File: src/rtl/hazard_unit.sv
`default_nettype none
//==============================================================================
// Module  : hazard_unit
// Purpose : Pipeline hazard controller. It handles load-use stalls, branch
//           flushes and data-memory freezes, and it keeps a saturating
//           stall counter and a sticky memory-timeout flag.
// Revision: 1.0  initial release
//==============================================================================
module hazard_unit #(
    parameter int REG_W   = 3,
    parameter int CNT_W   = 16,
    parameter int TIMEOUT = 8
) (
    input  logic             clk,
    input  logic             rst,
    input  logic [REG_W-1:0] id_rsrc1,
    input  logic [REG_W-1:0] id_rsrc2,
    input  logic             id_use1,
    input  logic             id_use2,
    input  logic [REG_W-1:0] ex_rdst,
    input  logic             ex_mem_read,
    input  logic             branch_taken,
    input  logic             mem_busy,
    output logic             pc_stall,
    output logic             ifid_stall,
    output logic             idex_stall,
    output logic             exmem_stall,
    output logic             idex_bubble,
    output logic             memwb_bubble,
    output logic             ifid_flush,
    output logic             idex_flush,
    output logic [CNT_W-1:0] stall_cnt,
    output logic             mem_timeout,
    output logic [1:0]       hz_state
);

    localparam int WAIT_W = (TIMEOUT < 2) ? 1 : $clog2(TIMEOUT + 1);
    localparam logic [WAIT_W-1:0] WAIT_MAX = WAIT_W'(TIMEOUT);

    typedef enum logic [1:0] {
        RUN        = 2'b00,
        MEM_WAIT   = 2'b01,
        LOAD_STALL = 2'b10,
        FLUSH      = 2'b11
    } state_t;

    state_t            state, state_nxt;
    logic              pend_flush;
    logic [WAIT_W-1:0] wait_cnt, wait_nxt;
    logic              lu, br_eff, lu_eff;
    logic              frz, fls, lus;

    assign lu = ex_mem_read & ((id_use1 & (id_rsrc1 == ex_rdst)) |
                               (id_use2 & (id_rsrc2 == ex_rdst)));

    // Per-state masking of the hazard sources, then one shared priority rule
    always_comb begin
        br_eff    = 1'b0;
        lu_eff    = 1'b0;
        frz       = 1'b0;
        fls       = 1'b0;
        lus       = 1'b0;
        state_nxt = RUN;
        case (state)
            RUN:        begin br_eff = branch_taken;              lu_eff = lu; end
            MEM_WAIT:   begin br_eff = branch_taken | pend_flush; lu_eff = lu; end
            LOAD_STALL: begin br_eff = branch_taken;              lu_eff = 1'b0; end
            default:    begin br_eff = 1'b0;                      lu_eff = 1'b0; end
        endcase
        if (mem_busy) begin
            frz       = 1'b1;
            state_nxt = MEM_WAIT;
        end else if (br_eff) begin
            fls       = 1'b1;
            state_nxt = FLUSH;
        end else if (lu_eff) begin
            lus       = 1'b1;
            state_nxt = LOAD_STALL;
        end
    end

    // Outputs are forced quiet while reset is held, whatever the inputs do
    always_comb begin
        pc_stall     = ~rst & (frz | lus);
        ifid_stall   = ~rst & (frz | lus);
        idex_stall   = ~rst & frz;
        exmem_stall  = ~rst & frz;
        memwb_bubble = ~rst & frz;
        idex_bubble  = ~rst & lus;
        ifid_flush   = ~rst & fls;
        idex_flush   = ~rst & fls;
        hz_state     = state;
    end

    // Wait counter tracks consecutive busy cycles, saturating at TIMEOUT
    always_comb begin
        wait_nxt = '0;
        if (mem_busy)
            wait_nxt = (wait_cnt == WAIT_MAX) ? wait_cnt : wait_cnt + 1'b1;
    end

    // State, pending-flush, wait, stall and timeout registers
    always_ff @(posedge clk or posedge rst) begin
        if (rst) begin
            state       <= RUN;
            pend_flush  <= 1'b0;
            wait_cnt    <= '0;
            stall_cnt   <= '0;
            mem_timeout <= 1'b0;
        end else begin
            state    <= state_nxt;
            wait_cnt <= wait_nxt;
            // A branch seen while frozen is remembered; it is replayed on the
            // first unfrozen cycle and cleared on that edge
            if (mem_busy && branch_taken)
                pend_flush <= 1'b1;
            else if (!mem_busy)
                pend_flush <= 1'b0;
            if (mem_busy && (wait_nxt == WAIT_MAX))
                mem_timeout <= 1'b1;
            if (pc_stall && (stall_cnt != {CNT_W{1'b1}}))
                stall_cnt <= stall_cnt + 1'b1;
        end
    end

endmodule
`default_nettype wire

File: config.mk
export PLATFORM = sky130hd
export DESIGN_NAME = hazard_unit
export DESIGN_NICKNAME = d
export VERILOG_FILES = /design/src/rtl/hazard_unit.sv
export SDC_FILE = /design/constraint.sdc
export NUM_CORES = 1
export LEC_CHECK = 0
export ABC_AREA = 0
export CAP_MARGIN = 0
export CORE_ASPECT_RATIO = 1.5
export CORE_MARGIN = 5
export CORE_UTILIZATION = 45
export DETAILED_ROUTE_END_ITERATION = 10
export PLACE_DENSITY_LB_ADDON = 0.3
export SLEW_MARGIN = 20
export SYNTH_ARGS = -nofsm -noshare
export SYNTH_HDL_FRONTEND = slang
export SYNTH_SLANG_ARGS = --single-unit
File: constraint.sdc
create_clock -name clk -period 2.62 [get_ports clk]
set_input_delay 0.524 -clock clk [delete_from_list [all_inputs] [get_ports clk]]
set_output_delay 0.524 -clock clk [all_outputs]
set_load 0.01 [all_outputs]
==> results of run 1 <==
registers in the layout (all words and copies together), names as in the netlist:
| name | count |
|---|---|
| wait_cnt | 4 |
| hz_state | 2 |
| mem_timeout | 1 |
| pend_flush | 1 |
| stall_cnt | 16 |
repair_timing:
item,in CTS,in global routing
gates resized for setup,3,2
pin swaps,0,0
hold buffers,0,0
endpoints found under the hold margin,0,0
endpoints found under the setup margin,3,5
gates cloned,0,0
where the power goes:
part / switching, mW / leakage [nW] / internal [mW]
clock network: 0.113 / 0.0288 / 0.134
registers: 0.0684 / 0.316 / 0.424
logic: 0.149 / 0.490 / 0.201
per-stage QoR:
stage,setup TNS [ps],cell area (sq um),hold WS (ps)
global route,-13.9,1890,516
detailed placement,-461,1830,472
global placement,-419,1830,452
floorplan,0,1340,484
finish,0,1890,480
CTS,0,1880,489
metal layers:
| layer | track usage | wire length [microns] | vias up |
|---|---|---|---|
| met4 | 0.0524 | 23 | 0 |
| met1 | 0.178 | 1110 | 528 |
| met3 | 0.0329 | 190 | 2 |
| met5 | 0 | 0 | - |
| li1 | - | - | 528 |
| met2 | 0.254 | 1500 | 40 |
cell type report:
cell class	count	share of cell area
repair buffers	51	0.256
flip-flops and latches	24	0.318
inverters	4	0.00795
well taps	39	0.0258
clock buffers	4	0.0291
multi-input cells	91	0.363
layout by cell type (no fill, tap or decap), types with 2 or more instances in the layout:
| master | synthesis | routed |
|---|---|---|
| nand4_1 | 6 | 6 |
| dlygate4sd2_1 | 0 | 3 |
| buf_4 | 4 | 9 |
| dfrtp_1 | 24 | 24 |
| xnor2_1 | 16 | 15 |
| ha_1 | 3 | 3 |
| nor3_1 | 5 | 4 |
| nor2_1 | 6 | 6 |
| a31o_2 | 2 | 2 |
| a21oi_1 | 2 | 2 |
| clkbuf_8 | 0 | 4 |
| and4_1 | 2 | 2 |
| xor2_1 | 6 | 6 |
| nand3_1 | 7 | 7 |
| and2_1 | 3 | 3 |
| clkdlybuf4s50_1 | 0 | 39 |
| nor3_2 | 2 | 3 |
| and3_1 | 2 | 2 |
| nand2_1 | 9 | 9 |
| nor2b_1 | 2 | 2 |
| inv_1 | 4 | 4 |
cell usage after synthesis, types with 2 or more instances:
| cell | count |
|---|---|
| a21oi_1 | 2 |
| a31o_2 | 2 |
| and2_1 | 3 |
| and3_1 | 2 |
| and4_1 | 2 |
| buf_4 | 4 |
| dfrtp_1 | 24 |
| ha_1 | 3 |
| inv_1 | 4 |
| nand2_1 | 9 |
| nand3_1 | 7 |
| nand4_1 | 6 |
| nor2_1 | 6 |
| nor2b_1 | 2 |
| nor3_1 | 5 |
| nor3_2 | 2 |
| xnor2_1 | 16 |
| xor2_1 | 6 |
worst min-delay path by stage:
stage	depth (start not counted)	to	start	slack (ps)
after floorplan	1	pend_flush	pend_flush	480
after global placement	1	mem_timeout	mem_timeout	450
after detailed placement	1	mem_timeout	mem_timeout	470
after CTS	1	mem_timeout	mem_timeout	490
after global routing	1	mem_timeout	mem_timeout	520
final	1	mem_timeout	mem_timeout	480
critical path, delay by kind of cell:
family,cells,cell delay [ps]
xor+xnor,1,130
buf+inv,2,830
compound gates,1,200
simple gates,2,310
cells by family after synthesis:
group           synth area share
compound gates            0.0534
buf+inv                   0.0459
fa+ha+maj                 0.0281
flops                      0.450
simple gates               0.247
mux                       0.0187
xor+xnor                   0.157
==> out/results.tsv, run 1 <==
metric	value	unit
crit_path_max_fanout	3	
worst_pin_slew	306	ps
p_leak	0.835	nW
syn_nets	144	
worst_r2r_endpoint	stall_cnt[5]	
fin_nets	194	
grt_pass1_vias	1154	
grtUsageTotal	0.150	
p_per_area	576	nW/um^2
dieHeight	76.7	microns
max_stage_delay	540	ps
tritoncts	yes	
ff2ff_path_depth	8	
first_pass_iters	4	
peakVddDrop	0.000423	V
cts_sinks	24	
maxSlewHeadroom	0.796	
io_buffers	42	
setup_violations	0	
path_class	in -> out	
fin_util	0.655	
drt_wl_total	2.82	mm
crit_required	2100	ps
cts-root-buf	clkbuf_8	
core-area	2880	sq um
layout.cells.non_filler	213	
cap_violations	0	
drt_iter0_markers	33	
gp_congestion	0.873	
wl_per_cell	13.2	microns
final_max_slew_viol_count	0	
drcViolationCount	0	
synth-seq-area-share	0.450	
min_period_over_period	0.964	
chipWidth	54.5	microns
clockBufferDepth	2	
crit_start	ex_rdst[2]	
syn-cell-area	1340	sq um
synth-async-reset-ratio	1.00	
max_freq	0.396	GHz
ys.flop_type	dfrtp_1	
diodes	0	
area_growth	41.5	%
synth-edff-count	0	
period_needed	2530	ps
cts_buffers	3	
skew	2.15	ps
cts_setup_buffers	0	
cp_slowest_cell	clkdlybuf4s50_1	
nFillCells	259	
num_io_pins	43	
regArea	601	sq um
worstPathCellList	clkdlybuf4s50_1, xnor2_2, nand4_1, a21boi_2, or2_1, dlygate4sd2_1	
htreeDepth	1	
grt.overflow.total	0	
clk_pin_slew_worst_paths	80	ps
yosysTopAreaCellShare	0.450	
power	1.09	mW
grt_first_pass_wirelength	4.86	mm
rows	24	
ys_ff_latch	24	
grt_max_degree	25	
hold_class	reg -> reg	
synth_area_leaders	dfrtp_1 (45%), xnor2_1 (10%), xor2_1 (3.9%)	
synth.distinct_cells	38	
pre_cts_slack	-175	ps
setup_ws	93.1	ps
multiInputGateArea	686	sq um
antenna_found_initial	0	
r2r-start	hz_state[0]	
critPathArrivalTime	2000	ps
reg2reg_slack	870	ps
yosysWarnings	0	
synth_top_cell_by_area	dfrtp_1	
status	completed	
finalHoldViolCount	0	
detail-route-antenna-nets	0	
synth.avg_cell_area	10.7	sq um
cp-end-kind	output port	
hpwl	2.33	mm
routed_via_density	5.15	
place_inst	209	
drive_gt1_frac	0.167	
dr_total_vias	1098	
clk_latency	260	ps
dieArea	4180	sq um
crit_path_start_kind	input pin	
postSynthCellCount	125	
crit_end	ifid_stall	
start_util	0.463	
Power figures use the tool's default switching activity.
==> run 2: changes to the inputs <==
--- a/config.mk
+++ b/config.mk
@@ -5,13 +5,13 @@
 export SDC_FILE = /design/constraint.sdc
 export NUM_CORES = 1
 export LEC_CHECK = 0
-export ABC_AREA = 0
 export CAP_MARGIN = 0
 export CORE_ASPECT_RATIO = 1.5
 export CORE_MARGIN = 5
 export CORE_UTILIZATION = 45
 export DETAILED_ROUTE_END_ITERATION = 10
 export PLACE_DENSITY_LB_ADDON = 0.3
+export SKIP_CTS_REPAIR_TIMING = 1
 export SLEW_MARGIN = 20
 export SYNTH_ARGS = -nofsm -noshare
 export SYNTH_HDL_FRONTEND = slang
==> run 2 against run 1 <==
  * Clock skew fell by 0.59 ps
  * First-iteration DRC count fell by 24%
  * Global-route usage did not move
  * Routed wire length barely moved
  * Highest routed layer unchanged
  * Register-to-register slack barely moved
  * Sequential cell count did not move
  * Sequential power barely moved
  * Largest cell class unchanged
  * Maximum frequency rose by 0.70%
  * Sequential share of layout area fell by 0.19 points
  * Largest power group unchanged
==> out/results.tsv, run 2 (synthesized netlist as in run 1, its figures left out) <==
metric	value	unit	change
chipWidth	54.5	microns	unchanged
cts_buffers	3		unchanged
status	completed		
routed_via_density	5.14		-0.36%
grt_pass1_vias	1154		unchanged
dr_total_vias	1094		-0.36%
grt_max_degree	25		unchanged
finalHoldViolCount	0		unchanged
cts_sinks	24		unchanged
critPathArrivalTime	1990	ps	about the same
dieHeight	76.7	microns	unchanged
fin_tns_setup	0	ps	unchanged
first_pass_iters	4		unchanged
regArea	601	sq um	unchanged
diodes	0		unchanged
hpwl	2.33	mm	unchanged
gp_congestion	0.873		unchanged
crit_path_start_kind	input pin		
place_inst	209		unchanged
peakVddDrop	0.000423	V	about the same
min_period_over_period	0.958		-0.00675
cp-end-kind	output port		
start_util	0.463		unchanged
area_growth	42.4	%	
layout.cells.non_filler	213		unchanged
p_leak	0.871	nW	+4.2%
final_max_slew_viol_count	0		unchanged
worst_pin_slew	306	ps	-0.0178 ps
cts-root-buf	clkbuf_8		
path_class	in -> out		
num_io_pins	43		unchanged
p_per_area	573	nW/um^2	-0.49%
maxSlewHeadroom	0.796		about the same
rows	24		unchanged
drt_wl_total	2.82	mm	about the same
hold_class	reg -> reg		
top_register	stall_cnt		
cap_violations	0		unchanged
core-area	2880	sq um	unchanged
final_common_cell	clkdlybuf4s50_1		
crit_required	2100	ps	about the same
power	1.09	mW	+0.10%
largest_register_ffs	16		unchanged
final_cell_mix	clkdlybuf4s50_1 (39), dfrtp_1 (24), xnor2_1 (15)		
htreeDepth	1		unchanged
wl_per_cell	13.2	microns	about the same
setup_violations	0		unchanged
fin_util	0.659		+0.00391
grt.overflow.total	0		unchanged
clockBufferDepth	2		unchanged
clk_pin_slew_worst_paths	80	ps	about the same
detail-route-antenna-nets	0		unchanged
clk_latency	260	ps	about the same
drt_iter0_markers	25		-24%
reg2reg_slack	870	ps	about the same
dieArea	4180	sq um	unchanged
skew	1.56	ps	-0.591 ps
drive_gt1_frac	0.167		unchanged
io_buffers	42		unchanged
grtUsageTotal	0.150		unchanged
grt_first_pass_wirelength	4.86	mm	unchanged
max_freq	0.399	GHz	+0.70%
tritoncts	yes		
nFillCells	255		-1.5%
drcViolationCount	0		unchanged
multiInputGateArea	686	sq um	unchanged
crit_path_max_fanout	3		unchanged
period_needed	2510	ps	-17.7 ps
rsz0062_at_grt	no		
fin_nets	194		unchanged
antenna_found_initial	0		unchanged
-- run 2: routing by layer --
layer	GRT usage	wire, microns	share of wire	up-vias
met5	0	0	0	-
met4	0.0524	23	0.0082	0
met3	0.0329	185	0.066	2
met2	0.254	1500	0.53	37
met1	0.178	1110	0.39	527
li1	-	-	-	528
-- run 2: power breakdown --
part | internal (mW) | switching [mW] | total [mW]
combinational | 0.202 | 0.149 | 0.351
clock | 0.134 | 0.113 | 0.247
sequential | 0.424 | 0.0685 | 0.492
total | 0.759 | 0.330 | 1.09
-- run 2: layout make-up --
class / count / area share
tap: 39 / 0.0257
sequential: 24 / 0.316
timing repair buffer: 51 / 0.261
multi-input combinational: 91 / 0.361
clock buffer: 4 / 0.0290
inverter: 4 / 0.00790
-- run 2: final timing paths --
path,startpoint,end,cells past startpoint
max,branch_taken,idex_flush,5
min,mem_timeout,mem_timeout,1
max reg2reg,hz_state[0],stall_cnt[5],8
min reg2reg,mem_timeout,mem_timeout,1
max in group asynchronous,rst,stall_cnt[7],3
min in group asynchronous,rst,wait_cnt[0],3
-- run 2: worst max-delay path: stages --
cell	delay, ps
clkdlybuf4s50_1	500
a21oi_2	50
a21o_1	190
nor3_2	150
clkdlybuf4s50_1	580
-- run 2: metrics by stage --
step                      instance area [sq um]  setup slack, ps  hold slack [ps]
after floorplan                            1340              219              484
after global placement                     1830             -152              452
after detailed placement                   1830             -175              472
after CTS                                  1880             -177              489
after global routing                       1900             46.0              516
final                                      1900              111              480
==> run 3: changes to the inputs <==
--- a/config.mk
+++ b/config.mk
@@ -12,7 +12,7 @@
 export DETAILED_ROUTE_END_ITERATION = 10
 export PLACE_DENSITY_LB_ADDON = 0.3
 export SKIP_CTS_REPAIR_TIMING = 1
-export SLEW_MARGIN = 20
+export SLEW_MARGIN = 25
 export SYNTH_ARGS = -nofsm -noshare
 export SYNTH_HDL_FRONTEND = slang
 export SYNTH_SLANG_ARGS = --single-unit
==> results of run 3 <==
The final DEF is identical to that of run 2; final timing and power are the same.
